**config.mk**
```make
export PLATFORM = sky130hd
export DESIGN_NAME = synapse_access_ctrl_flat
export DESIGN_NICKNAME = d
export VERILOG_FILES = /design/src/rtl/synapse_access_if.sv /design/src/rtl/synapse_access_ctrl.sv /design/src/flat_wrapper.sv
export SDC_FILE = /design/constraint.sdc
export NUM_CORES = 1
export LEC_CHECK = 0
export BUFFER_PORTS_ARGS = -buffer_cell sky130_fd_sc_hd__buf_2
export CAP_MARGIN = 10
export CORE_MARGIN = 5
export CORE_UTILIZATION = 46
export CTS_CLUSTER_DIAMETER = 30
export DETAILED_ROUTE_END_ITERATION = 16
export GPL_ROUTABILITY_DRIVEN = 0
export HOLD_SLACK_MARGIN = 0.1
export PLACE_DENSITY = 0.88
export SETUP_SLACK_MARGIN = 0.05
export SLEW_MARGIN = 20
export SYNTH_ARGS = -nofsm -noshare
export SYNTH_HDL_FRONTEND = slang
export SYNTH_SLANG_ARGS = --single-unit
```
**constraint.sdc**
```tcl
create_clock -name clk -period 4.9 [get_ports clk]
set_clock_uncertainty 0.2 [all_clocks]
set_input_delay 1.47 -clock clk [delete_from_list [all_inputs] [get_ports clk]]
set_output_delay 1.47 -clock clk [all_outputs]
set_load 0.02 [all_outputs]
```
**src/rtl/synapse_access_if.sv**
```systemverilog
// Requester-side bus of synapse_access_ctrl: host write port, spike read port
// and the tagged weight return.
interface synapse_access_if #(
  parameter int ADDR_W = 7,
  parameter int DATA_W = 32,
  parameter int WT_W   = 16
);
  logic              wr_valid;
  logic              wr_ready;
  logic [ADDR_W-1:0] wr_addr;
  logic [DATA_W-1:0] wr_data;
  logic              spk_valid;
  logic              spk_ready;
  logic [ADDR_W-1:0] spk_addr;
  logic              wt_valid;
  logic [ADDR_W-1:0] wt_addr;
  logic [WT_W-1:0]   wt_data;

  modport slave (
    input  wr_valid, wr_addr, wr_data, spk_valid, spk_addr,
    output wr_ready, spk_ready, wt_valid, wt_addr, wt_data
  );
  modport master (
    output wr_valid, wr_addr, wr_data, spk_valid, spk_addr,
    input  wr_ready, spk_ready, wt_valid, wt_addr, wt_data
  );
endinterface

```
**src/rtl/synapse_access_ctrl.sv**
```systemverilog
// Arbitrates host writes and spike reads onto the single synapse port,
// sequences memory clear and returns address-tagged weights after RD_LAT.
module synapse_access_ctrl #(
  parameter int ADDR_W   = 7,
  parameter int DATA_W   = 32,
  parameter int WT_W     = 16,
  parameter int RD_LAT   = 2,
  parameter int RD_BURST = 4
) (
  input  logic              clk,
  input  logic              rst,
  input  logic              i_cfg_rc,
  input  logic              i_clr_req,
  output logic              o_clr_done,
  output logic              o_busy,
  synapse_access_if.slave   bus,
  output logic [ADDR_W-1:0] o_syn_iAddr,
  output logic [DATA_W-1:0] o_syn_W_DATA,
  output logic              o_syn_W_EN,
  output logic              o_syn_R_EN,
  output logic              o_syn_kill,
  input  logic [WT_W-1:0]   i_syn_weight_out
);
  localparam int BW = $clog2(RD_BURST + 1);
  localparam logic [BW-1:0] BMAX = BW'(RD_BURST);

  typedef enum logic [2:0] {S_IDLE, S_RD, S_DRAIN, S_WR_A, S_WR_B, S_CLR} state_t;

  state_t                      r_state;
  logic                        r_run, r_clr_pend;
  logic                        r_wr_ready, r_w_en, r_kill, r_clr_done, r_r_en;
  logic [BW-1:0]               r_burst;
  logic [ADDR_W-1:0]           r_iaddr;
  logic [DATA_W-1:0]           r_wdata;
  logic [RD_LAT:1]             r_vld_pipe;
  logic [RD_LAT:1][ADDR_W-1:0] r_addr_pipe;

  logic w_issue_st, w_wr_win, w_spk_ready, w_rd_acc, w_rd_issue, w_pipe_busy, w_clr;

  // r_run keeps both ready lines low until the first edge after reset
  assign w_issue_st  = r_run & ((r_state == S_IDLE) | (r_state == S_RD));
  assign w_wr_win    = w_issue_st & ~i_clr_req & bus.wr_valid &
                       (~bus.spk_valid | (r_burst == BMAX));
  assign w_spk_ready = w_issue_st & ~i_clr_req & ~w_wr_win;
  assign w_rd_acc    = w_spk_ready & bus.spk_valid;
  // address 0 is the null weight: handshaken but never issued
  assign w_rd_issue  = w_rd_acc & (|bus.spk_addr);
  assign w_pipe_busy = |r_vld_pipe;
  assign w_clr       = r_clr_pend | i_clr_req;

  assign bus.spk_ready = w_spk_ready;
  assign bus.wr_ready  = r_wr_ready;
  assign bus.wt_valid  = r_vld_pipe[RD_LAT];
  assign bus.wt_addr   = r_addr_pipe[RD_LAT];
  assign bus.wt_data   = r_vld_pipe[RD_LAT] ? i_syn_weight_out : '0;

  assign o_syn_iAddr  = w_rd_issue ? bus.spk_addr :
                        (r_state == S_WR_A) ? bus.wr_addr : r_iaddr;
  assign o_syn_W_DATA = (r_state == S_WR_A) ? bus.wr_data : r_wdata;
  assign o_syn_W_EN   = r_w_en;
  assign o_syn_kill   = r_kill;
  assign o_syn_R_EN   = r_r_en;
  assign o_clr_done   = r_clr_done;
  assign o_busy       = (r_state != S_IDLE) | w_pipe_busy;

  always_ff @(posedge clk or negedge rst) begin
    if (!rst) begin
      r_state     <= S_IDLE;
      r_run       <= 1'b0;
      r_clr_pend  <= 1'b0;
      r_wr_ready  <= 1'b0;
      r_w_en      <= 1'b0;
      r_kill      <= 1'b0;
      r_clr_done  <= 1'b0;
      r_r_en      <= 1'b1;
      r_burst     <= '0;
      r_iaddr     <= '0;
      r_wdata     <= '0;
      r_vld_pipe  <= '0;
      r_addr_pipe <= '0;
    end else begin
      r_run          <= 1'b1;
      r_r_en         <= i_cfg_rc;
      r_vld_pipe[1]  <= w_rd_issue;
      r_addr_pipe[1] <= bus.spk_addr;
      for (int i = 2; i <= RD_LAT; i++) begin
        r_vld_pipe[i]  <= r_vld_pipe[i-1];
        r_addr_pipe[i] <= r_addr_pipe[i-1];
      end
      r_clr_pend <= (r_state == S_CLR) ? 1'b0 : (r_clr_pend | i_clr_req);
      r_wr_ready <= 1'b0;
      r_w_en     <= 1'b0;
      r_kill     <= 1'b0;
      r_clr_done <= 1'b0;
      if (w_rd_issue) r_iaddr <= bus.spk_addr;
      if (w_rd_acc)
        r_burst <= !bus.wr_valid ? '0 : (r_burst == BMAX) ? r_burst : r_burst + 1'b1;
      case (r_state)
        S_IDLE, S_RD: if (w_issue_st) begin
          if (i_clr_req) begin
            if (w_pipe_busy) r_state <= S_DRAIN;
            else begin r_state <= S_CLR; r_kill <= 1'b1; end
          end else if (w_wr_win) begin
            r_burst <= '0;
            if (w_pipe_busy) r_state <= S_DRAIN;
            else begin r_state <= S_WR_A; r_wr_ready <= 1'b1; end
          end else begin
            r_state <= w_rd_acc ? S_RD : S_IDLE;
          end
        end
        S_DRAIN: if (!w_pipe_busy) begin
          if (w_clr) begin r_state <= S_CLR; r_kill <= 1'b1; end
          else begin r_state <= S_WR_A; r_wr_ready <= 1'b1; end
        end
        S_WR_A: begin
          r_iaddr <= bus.wr_addr;
          r_wdata <= bus.wr_data;
          r_w_en  <= 1'b1;
          r_state <= S_WR_B;
        end
        S_WR_B: begin
          if (w_clr) begin r_state <= S_CLR; r_kill <= 1'b1; end
          else r_state <= S_IDLE;
        end
        S_CLR: begin
          r_state    <= S_IDLE;
          r_clr_done <= 1'b1;
        end
        default: r_state <= S_IDLE;
      endcase
    end
  end
endmodule

```
**src/flat_wrapper.sv**
```systemverilog
// flat-port wrapper written by rule: the top's interface ports become plain ports
module synapse_access_ctrl_flat 
#(
  parameter int ADDR_W   = 7,
  parameter int DATA_W   = 32,
  parameter int WT_W     = 16,
  parameter int RD_LAT   = 2,
  parameter int RD_BURST = 4
)
  (clk, rst, i_cfg_rc, i_clr_req, o_clr_done, o_busy, o_syn_iAddr, o_syn_W_DATA, o_syn_W_EN, o_syn_R_EN, o_syn_kill, i_syn_weight_out, bus_wr_valid, bus_wr_addr, bus_wr_data, bus_spk_valid, bus_spk_addr, bus_wr_ready, bus_spk_ready, bus_wt_valid, bus_wt_addr, bus_wt_data);
  synapse_access_if #(.ADDR_W(ADDR_W), .DATA_W(DATA_W), .WT_W(WT_W)) bus_i ();
  input  logic clk;
  input  logic rst;
  input  logic i_cfg_rc;
  input  logic i_clr_req;
  output logic o_clr_done;
  output logic o_busy;
  output logic [ADDR_W-1:0] o_syn_iAddr;
  output logic [DATA_W-1:0] o_syn_W_DATA;
  output logic o_syn_W_EN;
  output logic o_syn_R_EN;
  output logic o_syn_kill;
  input  logic [WT_W-1:0] i_syn_weight_out;
  input wire logic [$bits(bus_i.wr_valid)-1:0] bus_wr_valid;
  input wire logic [$bits(bus_i.wr_addr)-1:0] bus_wr_addr;
  input wire logic [$bits(bus_i.wr_data)-1:0] bus_wr_data;
  input wire logic [$bits(bus_i.spk_valid)-1:0] bus_spk_valid;
  input wire logic [$bits(bus_i.spk_addr)-1:0] bus_spk_addr;
  output wire logic [$bits(bus_i.wr_ready)-1:0] bus_wr_ready;
  output wire logic [$bits(bus_i.spk_ready)-1:0] bus_spk_ready;
  output wire logic [$bits(bus_i.wt_valid)-1:0] bus_wt_valid;
  output wire logic [$bits(bus_i.wt_addr)-1:0] bus_wt_addr;
  output wire logic [$bits(bus_i.wt_data)-1:0] bus_wt_data;
  assign bus_i.wr_valid = bus_wr_valid;
  assign bus_i.wr_addr = bus_wr_addr;
  assign bus_i.wr_data = bus_wr_data;
  assign bus_i.spk_valid = bus_spk_valid;
  assign bus_i.spk_addr = bus_spk_addr;
  assign bus_wr_ready = bus_i.wr_ready;
  assign bus_spk_ready = bus_i.spk_ready;
  assign bus_wt_valid = bus_i.wt_valid;
  assign bus_wt_addr = bus_i.wt_addr;
  assign bus_wt_data = bus_i.wt_data;
  synapse_access_ctrl #(.ADDR_W(ADDR_W), .DATA_W(DATA_W), .WT_W(WT_W), .RD_LAT(RD_LAT), .RD_BURST(RD_BURST)) u_core (.clk(clk), .rst(rst), .i_cfg_rc(i_cfg_rc), .i_clr_req(i_clr_req), .o_clr_done(o_clr_done), .o_busy(o_busy), .bus(bus_i), .o_syn_iAddr(o_syn_iAddr), .o_syn_W_DATA(o_syn_W_DATA), .o_syn_W_EN(o_syn_W_EN), .o_syn_R_EN(o_syn_R_EN), .o_syn_kill(o_syn_kill), .i_syn_weight_out(i_syn_weight_out));
endmodule
```
Word-level counts from Yosys, hierarchy flattened
Index checks and enable logic that the tools add are counted.
{ "classes": {"add_sub_neg": 1, "n_eq_ne": 8, "mux": 38, "bitwise": 14, "reduce_logical": 7} }
{ "op_table": {"columns": ["cell", "n"], "rows": [
  ["2-to-1 mux 3 bit", 14],
  ["2-to-1 mux 32 bit", 1],
  ["2-to-1 mux 7 bit", 4],
  ["2-to-1 mux 16 bit", 1],
  ["2-to-1 mux 1 bit", 15],
  ["one-hot mux 3 bit (4 select lines)", 1],
  ["equality test 3 bit, second input constant", 3],
  ["bitwise AND 1 bit", 7],
  ["OR reduction 7 bit", 1],
  ["equality test 3 x 2 -> 1 bit, second input constant", 2],
  ["bitwise OR 1 bit", 4],
  ["OR reduction 2 bit", 2],
  ["adder 3 x 1 -> 3 bit, second input constant", 1],
  ["equality test 3 x 1 -> 1 bit, second input constant", 1],
  ["logical NOT 3 bit", 1],
  ["inverter 1 bit", 3],
  ["one-hot mux 1 bit (3 select lines)", 1],
  ["nonzero test 3 bit", 1],
  ["!= test 2 x 1 -> 1 bit, second input constant", 1],
  ["!= test 2 bit, second input constant", 1],
  ["one-hot mux 1 bit (2 select lines)", 1],
  ["AND reduction 2 bit", 1],
  ["nonzero test 2 bit", 1]
]} }
{ "totals": {"reg_bits": 68, "in_bits": 68, "output_inout_bits": 70, "word_cells": 82} }

Longest topological paths before layout
Gate-level depths: netlist of run 1.
{ "depth": {"ltp_word": 14, "ltp_mapped": 8, "mapped_depth_nobuf": 6} }

Worst setup path before layout of run 1
No wires, ideal clock.
{ "synth_timing": {"kind": "input to output", "start": "input port i_clr_req", "end": "output port o_syn_iAddr[5]", "t_arrival_ns": 3.076, "t_required_ns": 3.230, "slack_ns": 0.154, "path_stages": 5, "path_buffers": 1, "cell_sequence": "or4b_4 a311oi_4 a21boi_4 buf_6 o21ai_0"} }
{ "synth_via": {"elab_chain_len": 9} }
{ "synth_rtl": {"columns": ["element", "line", "rtl"], "rows": [
  ["start, declared", "flat_wrapper.sv:15", "input logic i_clr_req;"],
  ["inverter 1 bit *", "synapse_access_ctrl.sv:42, synapse_access_ctrl.sv:44", null],
  ["bitwise AND 1 bit *", "synapse_access_ctrl.sv:42, synapse_access_ctrl.sv:44", null],
  ["bitwise AND 1 bit (2 in series)", "synapse_access_ctrl.sv:42", "assign w_wr_win = w_issue_st & ~i_clr_req & bus.wr_valid &"],
  ["inverter 1 bit", "synapse_access_ctrl.sv:44", "assign w_spk_ready = w_issue_st & ~i_clr_req & ~w_wr_win;"],
  ["bitwise AND 1 bit *", "synapse_access_ctrl.sv:44", null],
  ["bitwise AND 1 bit *", "synapse_access_ctrl.sv:45", "assign w_rd_acc = w_spk_ready & bus.spk_valid;"],
  ["bitwise AND 1 bit *", "synapse_access_ctrl.sv:47", "assign w_rd_issue = w_rd_acc & (|bus.spk_addr);"],
  ["net u_core.w_rd_issue", "synapse_access_ctrl.sv:38", "logic w_issue_st, w_wr_win, w_spk_ready, w_rd_acc, w_rd_issue, w_pipe_busy, w_clr;"],
  ["2-to-1 mux 7 bit *", "synapse_access_ctrl.sv:57", "assign o_syn_iAddr = w_rd_issue ? bus.spk_addr :"],
  ["end, declared", "flat_wrapper.sv:18", "output logic [ADDR_W-1:0] o_syn_iAddr;"]
]} }
The timed path passes the listed nets; every way through them passes the cells marked *.

Worst setup path after layout of run 1
{ "layout_timing": {"start": "input port i_clr_req", "end": "output port o_syn_iAddr[0]"} }
{ "layout_via": {"elab_chain_len": 9} }
{ "layout_rtl": {"columns": ["element", "line"], "rows": [
  ["inverter 1 bit *", "synapse_access_ctrl.sv:42, synapse_access_ctrl.sv:44"],
  ["bitwise AND 1 bit *", "synapse_access_ctrl.sv:42, synapse_access_ctrl.sv:44"],
  ["bitwise AND 1 bit (2 in series)", "synapse_access_ctrl.sv:42"],
  ["inverter 1 bit", "synapse_access_ctrl.sv:44"],
  ["bitwise AND 1 bit *", "synapse_access_ctrl.sv:44"],
  ["bitwise AND 1 bit *", "synapse_access_ctrl.sv:45"],
  ["bitwise AND 1 bit *", "synapse_access_ctrl.sv:47"],
  ["2-to-1 mux 7 bit *", "synapse_access_ctrl.sv:57"]
]} }
Mark *: on every way between the ends. The rest lies on a longest branch, timed or not.

==> impl.org, run 1 <==
** Place
- The count of buffers added on input and output ports is 137.
- Timing analysis after detailed placement gives a worst setup slack of 0.0181 ns.
- Post-detail-place hpwl :: 5470 um
- After detailed placement, the total cell area comes to 0.00356 mm2.
- Total instance count after detailed placement :: 494

** Worst setup path
- Highest-delay cell along the critical path :: sky130_fd_sc_hd__or4b_4
- The endpoint identified for the worst register-to-register timing path is u_core.r_iaddr[1]$_DFFE_PN0P_.
- Ordered cell list for the critical path :: buf_2, or4b_4, a311oi_4, a21boi_4, buf_4, o21ai_1, buf_2
- Cell family with the largest share of critical-path delay :: compound AO/OA/AOI/OAI gates
- The worst setup path is of the in -> out kind.
- In this run the critical register-to-register path is launched from u_core.r_state[1]$_DFFE_PN0P_.
- STA puts the critical path data arrival time at 3.11 ns.
- The cell that appears most often on the critical path is sky130_fd_sc_hd__buf_2.
- Type of element capturing the critical path :: primary output
- Slack of the worst reg-to-reg path :: 2.46 ns
- WP data required :: 3.23 ns
- Buf+Inv Stages, Crit Path :: 3
- Of all nets on the critical path, the largest fanout is 5.
- Path depth of the worst reg2reg path :: 6
- Slowest stage delay, CP :: 0.55 ns
- CP Launch Type :: primary input

** Timing
- Time the worst path needs with I/O delays and setup :: 4.78 ns
- Derived from the worst setup path, the maximum achievable clock frequency is 209 MHz.
- Setup repair after global routing left no endpoint under its margin.
- The hold violation total from the final report was 0.
- Dividing the final minimum period by the clock period gives 97.6%.
- Worst hold slack :: 0.149 ns
- For the final routed database, the setup TNS stands at 0 ns.
- Final-report setup violation count :: 0
- In the post-route analysis, the smallest setup slack over all paths is 0.119 ns.
- At the pin with the least slew margin, the transition time is 0.929 ns.
- Max transition margin :: 38.1%
- The final count of pins violating max slew was 0.

** Yosys
- After technology mapping, the gate count stands at 299.
- Largest family of logic cells by synthesized area :: simple AND/OR/NAND/NOR gates
- Syn Std Cell Area :: 0.00286 mm2
- Synth unique cells :: 37
- Asr flop ratio synth :: 100%
- Sequential area share after synthesis :: 59.5%
- Multiplexer share of the synthesized area :: 0%
- For this run, the number of Yosys warnings is 0.
- Area fraction in compound gates after synthesis :: 11.2%
- The number of nets in the synthesized netlist is 369.
- Flop and latch count out of synthesis :: 68
- Area fraction in and, or, nand and nor cells after synthesis :: 23.4%
- The synthesized netlist devotes 0% of its cell area to XOR and XNOR gates.
- Mean instance size in the synthesized netlist :: 9.58 um2
- Among all flip-flop cells after synthesis, the most frequent one is sky130_fd_sc_hd__dfrtp_1.
- Summing the areas of all fa, ha and maj instances in the mapped netlist gives 0.874% of the synthesized area.
- In this run, synthesis inferred 0 flip-flops with an integrated enable.

** Clock network
- The longest clock path from root to sink contains 2 buffers.
- Maximum level of the CTS H-tree :: 3
- Clk sink count :: 68
- Cell chosen for the clock root :: sky130_fd_sc_hd__clkbuf_8
- CTS Buf Count :: 9
- TritonCTS built the clock tree.
- Clock-pin slew was measured on the worst setup and hold paths at 0.08 ns.
- Clk_lat worst skew :: 0.34 ns

** Detailed routing
- DRC violation total after the first TritonRoute iteration :: 143
- For this run, design rule violations remaining after detail routing come to 0.
- Aggregate routed wire length :: 7350 um
- The routed layout has 2538 vias.
- Average vias per placed instance :: 4.95
- Before antenna repair, the detailed router went through 4 iterations.
- Dividing the detail-routed wire length by the instance count gives 14.3 um.
- Post-route ant nets :: 0

** Final layout
- Count of non-filler cells in the finished layout :: 513
- In the final design database the tool counted 503 nets.
- Fill cell count :: 478
- Summing all non-filler instances in the final layout gives an area of 0.00381 mm2.
- The number of antenna diodes in the final layout is 0.
- Most common cell after layout, fill and taps aside :: sky130_fd_sc_hd__buf_2
- The post-route netlist has 38.6% of its cells at a drive strength greater than 1.
- In the layout the commonest cells are sky130_fd_sc_hd__buf_2, sky130_fd_sc_hd__nand2_1, sky130_fd_sc_hd__dfrtp_1.
- Register Area :: 0.00170 mm2
- Synthesis-to-finish area growth :: 33.0%
- Total area of multi-input combinational cells :: 0.00102 mm2

** Run
- Max-cap check violation count :: 0

** Floorplanning
- Row count :: 28
- The floorplan step set the die width to 88.9 um.
- Die height :: 88.9 um
- I/O Pins :: 138
- Core Box Area :: 0.00599 mm2
- For this configuration, the core starts out at a cell density of 47.8%.
- The die covers 0.00790 mm2.

** Min path
- Endpoint of the worst hold-timing path :: u_core.bus.wt_addr[6]$_DFF_PN0_
- The worst hold path begins at u_core.r_addr_pipe[6]$_DFF_PN0_.
- Hold Crit Class :: reg -> reg
- Counting instances, the worst hold path has a depth of 0.

** GRT
- Entering global routing, the biggest net connects 45 pins.
- First-pass GRT wire length :: 11200 um
- The number of antenna violations at the first check in global routing came to 0.
- Via count of the first global-routing pass :: 2510
- Total routing usage reported by global routing :: 18.4%
- The total overflow left after global routing is 0.

** Pwr
- Largest voltage drop on the vdd net :: 0.468 mV
- For this design the ratio of total power to cell area is 581 mW/mm2.
- Reported leakage power :: 2.03 nW

** Run status
- The flow ran to the end, and the final reports show no timing, DRC or antenna violations.
-- where the power goes --
| part | switching [mW] | leakage, nW | internal (mW) |
|---|---|---|---|
| registers | 0.0917 | 0.795 | 0.753 |
| clock network | 0.220 | 0.110 | 0.290 |
| logic | 0.565 | 1.13 | 0.293 |
| total | 0.877 | 2.03 | 1.34 |
-- worst max-delay path by stage --
stage / cells past startpoint / endpoint / startpoint / slack [ns]
floorplan: 5 / o_syn_iAddr[5] / i_clr_req / 0.15
global placement: 6 / o_syn_iAddr[6] / i_clr_req / 0.04
detailed placement: 6 / o_syn_iAddr[6] / i_clr_req / 0.02
CTS: 7 / o_syn_iAddr[6] / i_clr_req / 0.07
global route: 7 / o_syn_iAddr[0] / i_clr_req / 0.06
finish: 7 / o_syn_iAddr[0] / i_clr_req / 0.12
-- metal layers --
metal / part of all wire, % / GRT usage (%) / vias to the layer above
met2: 52 / 31.9 / 86
met4: 2.0 / 7.97 / 0
li1: - / - / 1235
met3: 6.3 / 5.62 / 14
met1: 39 / 21.1 / 1203
met5: 0 / 0 / -
-- area by class of cell --
type / count / area share (%)
Clock buffer: 9 / 3.25
Clock inverter: 7 / 2.59
Tap cell: 75 / 2.46
Timing Repair Buffer: 146 / 19.9
Multi-Input combinational cell: 204 / 26.7
Inverter: 4 / 0.394
Sequential cell: 68 / 44.7
-- cells by family after synthesis --
logic type,Yosys count
and+or+nand+nor,153
buffers and inverters,27
AOI/OAI and AO/OA,48
other,1
adders and majority gates,2
DFF,68
-- stage by stage --
| stage | total power [mW] | utilization (%) |
|---|---|---|
| floorplan | 1.40 | - |
| global placement | 1.68 | 59.4 |
| detailed placement | 1.71 | 59.4 |
| CTS | 2.23 | 63.5 |
| global route | 2.35 | 63.6 |
| finish | 2.21 | 63.6 |
-- synth_stat cells (2+ instances only) --
cell type                  instances  area, um2
sky130_fd_sc_hd__nor2_1            7       26.3
sky130_fd_sc_hd__nand2_1         113        424
sky130_fd_sc_hd__and2_1           16        100
sky130_fd_sc_hd__nor3_1            3       15.0
sky130_fd_sc_hd__a31oi_1           2       12.5
sky130_fd_sc_hd__a22oi_1           7       52.6
sky130_fd_sc_hd__inv_1             4       15.0
sky130_fd_sc_hd__ha_1              2       25.0
sky130_fd_sc_hd__or2_2             2       12.5
sky130_fd_sc_hd__o21ai_1           5       25.0
sky130_fd_sc_hd__buf_4             7       52.6
sky130_fd_sc_hd__clkbuf_1         14       52.6
sky130_fd_sc_hd__a21oi_1           6       30.0
sky130_fd_sc_hd__o21ai_0          19       95.1
sky130_fd_sc_hd__or3_1             3       18.8
sky130_fd_sc_hd__dfrtp_1          67       1680
sky130_fd_sc_hd__buf_6             2       22.5
-- sequential cells by signal, summed over array words and instances (netlist names) --
| register | count |
|---|---|
| u_core.r_wdata | 32 |
| u_core.bus.wt_addr | 7 |
| u_core.r_addr_pipe | 7 |
| u_core.r_iaddr | 7 |
| u_core.r_burst | 3 |
| u_core.r_state | 3 |
| u_core.r_vld_pipe | 2 |
| u_core.bus.wr_ready | 1 |
| u_core.o_clr_done | 1 |
| u_core.o_syn_R_EN | 1 |
| u_core.o_syn_W_EN | 1 |
| u_core.o_syn_kill | 1 |
| u_core.r_clr_pend | 1 |
| u_core.r_run | 1 |
-- timing repair --
action / in CTS / in global routing
hold buffers: 0 / 0
setup endpoints to repair: 1 / 7
buffers inserted: 3 / 0
pin swaps: 0 / 1
gates resized for setup: 0 / 1
cloned: 0 / 0
Note: power is estimated with default switching activity, not from simulation.
==> inputs of run 2 (changes only) <==
Settings changed: BUFFER_PORTS_ARGS -buffer_cell sky130_fd_sc_hd__buf_2 to not set, CORE_UTILIZATION 46 to 51, DONT_BUFFER_PORTS set to 1, PLACE_DENSITY 0.88 to 0.74.
==> run 2 against run 1 <==
Register-to-register slack worse by 0.04 ns. Critical endpoint is now o_syn_iAddr[5]. Worst hold slack worse by 0.00085 ns. Final area is 19% lower. Critical path type unchanged. Via count is 22% lower. Critical path depth is 2 lower. Largest power group is now registers. Largest cell class unchanged.
==> impl.org, run 2 (synthesis results as in run 1) <==
** Run status
- Outcome :: finished, final reports clean (unchanged)

** Timing
- Total Neg Setup Slack :: 0 ns (unchanged)
- Final Cycle Share :: 96.4% (was 97.6%)
- The transition time of the tightest slew-check pin came to 0.737 ns (was 0.929 ns).
- Slew Viols, Final :: 0 (unchanged)
- The relative slew slack was 50.8% (was 38.1%).
- Setup repair after global routing missed its margin :: no (unchanged)
- Final-report setup violation count :: 0 (unchanged)
- The hold violation total from the final report is 0 (unchanged).
- The top achievable clock speed came to 212 MHz (was 209 MHz).
- The time the final worst path needs with I/O delays and setup is 4.72 ns (was 4.78 ns).

** Clock network
- Clk_lat worst skew :: 0.32 ns (was 0.34 ns)
- Bufs on Longest Clock Path :: 2 (unchanged)
- The clock transition at the registers of the reported paths was 0.07 ns (was 0.08 ns).
- The TritonCTS clock tree is yes (unchanged).
- The number of buffers created by CTS was 9 (unchanged).
- Cell chosen for the clock root :: sky130_fd_sc_hd__clkbuf_8 (unchanged)
- CTS-repair resized insts :: 0 (unchanged)
- Setup fix buffers added after clock tree synthesis :: 0 (was 3)
- The TritonCTS sink count was 68 (unchanged).
- The number of H-tree levels is 3 (unchanged).
- The cts-stage hold buffer count was 0 (unchanged).

** Worst setup path
- CP Max Fanout :: 15 (was 5)
- The required time reported for the critical path endpoint was 3.23 ns (about the same).
- Slowest stage delay, CP :: 0.54 ns (was 0.55 ns)
- The type of element launching the critical path is a primary input (unchanged).
- The critical path start-end classification is in -> out (unchanged).
- Highest-delay cell along the critical path :: sky130_fd_sc_hd__or4b_4 (unchanged)
- The worst path buffer plus inverter count was 1 (was 3).
- The category of the worst setup path capture point is a primary output (unchanged).
- The signal arrival time at the worst endpoint is 3.05 ns (was 3.11 ns).
- Ordered cell list for the critical path :: or4b_4, a311oi_4, a21boi_4, o21ai_0, buf_4 (was buf_2, or4b_4, a311oi_4, a21boi_4, buf_4, o21ai_1, buf_2)
- The cell family with the largest share of critical-path delay was compound AO/OA/AOI/OAI gates (unchanged).

** Place
- The detailed placement HPWL came to 4270 um (was 5470 um).
- Total instance count after detailed placement :: 354 (was 494)
- The number of buffers added on ports was 0 (was 137).

** Final layout
- The post-layout net count was 363 (was 503).
- Commonest non-fill, non-tap cells in the layout :: sky130_fd_sc_hd__nand2_1, sky130_fd_sc_hd__dfrtp_1, sky130_fd_sc_hd__o21ai_0 (was sky130_fd_sc_hd__buf_2, sky130_fd_sc_hd__nand2_1, sky130_fd_sc_hd__dfrtp_1)
- The number of antenna repair diodes came to 0 (unchanged).
- Synthesis-to-finish area growth :: 7.34% (was 33.0%)
- Count of non-filler cells in the finished layout :: 370 (was 513)
- Register with the most flip-flops :: u_core.r_wdata (unchanged)
- The most frequent standard cell in the layout excluding fill and tap cells was sky130_fd_sc_hd__nand2_1 (was sky130_fd_sc_hd__buf_2).
- Share of layout cells above drive strength 1 :: 9.40% (was 38.6%)
- The flip-flop count of the largest register, all copies and words added came to 32 (unchanged).
- The number of fillers in the final layout was 495 (was 478).

** Floorplanning
- The die span in x was 84.9 um (was 88.9 um).
- The initial cell density of the core was 52.3% (was 47.8%).
- The area inside the core boundary is 0.00547 mm2 (was 0.00599 mm2).
- The count of standard-cell rows is 27 (was 28).
- Total die area :: 0.00721 mm2 (was 0.00790 mm2)
- The boundary pin count is 138 (unchanged).
- The height of the die came to 84.9 um (was 88.9 um).

** GRT
- Initial antenna violation count :: 0 (unchanged)
- First-pass GRT wire length :: 9910 um (was 11200 um)
- GR Overflow Total :: 0 (unchanged)
- The pin count of the biggest net entering global routing was 69 (was 45).
- Total routing usage reported by global routing :: 17.3% (was 18.4%)
- Via count of the first global-routing pass :: 2105 (was 2510)

** Detailed routing
- Post-route ant nets :: 0 (unchanged)
- The detailed-route vias per instance is 5.38 (was 4.95).
- DR WL/cell :: 16.1 um (was 14.3 um)
- Pre-antenna DRT Iters :: 4 (unchanged)
- DRC violation total after the first TritonRoute iteration :: 60 (was 143)
- DRC violations left :: 0 (unchanged)
- Aggregate routed wire length :: 5950 um (was 7350 um)
- Via count :: 1990 (was 2538)

** Pwr
- Reported leakage power :: 1.45 nW (was 2.03 nW)
- The power density over the cells came to 632 mW/mm2 (was 581 mW/mm2).
- The maximum ir drop on the vdd rail was 0.308 mV (was 0.468 mV).
- The overall power after layout is 1.94 mW (was 2.21 mW).

** Min path
- The type of the most critical hold path is reg -> reg (unchanged).

** Run
- Max-cap check violation count :: 0 (unchanged)
-- run 2: path summary, 6_finish.rpt --
path                                                 start                              end  slack, ns  cells past startpoint
min in group asynchronous                              rst   u_core.r_vld_pipe[2]$_DFF_PN0_       0.64                      0
min reg2reg                u_core.r_addr_pipe[0]$_DFF_PN0_  u_core.bus.wt_addr[0]$_DFF_PN0_       0.15                      0
max in group asynchronous                              rst      u_core.o_syn_R_EN$_DFF_PN1_       3.63                      0
max reg2reg                  u_core.r_state[1]$_DFFE_PN0P_     u_core.r_wdata[25]$_DFF_PN0_       2.42                      6
max                                              i_clr_req                   o_syn_iAddr[5]       0.18                      5
min                        u_core.r_addr_pipe[0]$_DFF_PN0_  u_core.bus.wt_addr[0]$_DFF_PN0_       0.15                      0
-- run 2: cell type report --
class	instances	area, um2	area share, %
clock inverters	4	47.5	1.55
clock buffers	12	155	5.05
flip-flops and latches	68	1700	55.4
multi-input cells	204	1020	33.1
inverters	4	15.0	0.488
well taps	72	90.1	2.93
repair buffers	6	45.0	1.47
-- run 2: routing by layer --
| metal | GRT usage, % | up-vias | wire length, um |
|---|---|---|---|
| met5 | 0 | - | 0 |
| met4 | 5.47 | 0 | 36 |
| met3 | 6.02 | 4 | 510 |
| met2 | 27.0 | 97 | 2850 |
| met1 | 22.6 | 930 | 2560 |
| li1 | - | 959 | - |
-- run 2: power breakdown --
part | leakage [nW] | internal, mW | switching, mW | total, mW
combinational | 0.551 | 0.154 | 0.471 | 0.625
sequential | 0.795 | 0.754 | 0.108 | 0.862
clock | 0.102 | 0.261 | 0.194 | 0.456
-- run 2: worst register-to-register path: stages (launching register included) --
cell and delay, ns:
sky130_fd_sc_hd__dfrtp_1 0.65, sky130_fd_sc_hd__nand2_1 0.12, sky130_fd_sc_hd__or2_2 0.30, sky130_fd_sc_hd__inv_1 0.55, sky130_fd_sc_hd__buf_4 0.29, sky130_fd_sc_hd__nand2_1 0.06, sky130_fd_sc_hd__nand2_1 0.20
-- run 2: through the flow --
stage	hold slack (ns)	setup slack, ns	instance area (um2)	utilization (%)
after floorplan	0.131	0.154	2860	-
after global placement	0.132	0.193	2870	52.5
after detailed placement	0.135	0.158	2870	52.5
after CTS	0.151	0.149	3070	56.2
after global routing	0.163	0.0766	3070	56.2
final	0.148	0.178	3070	56.2
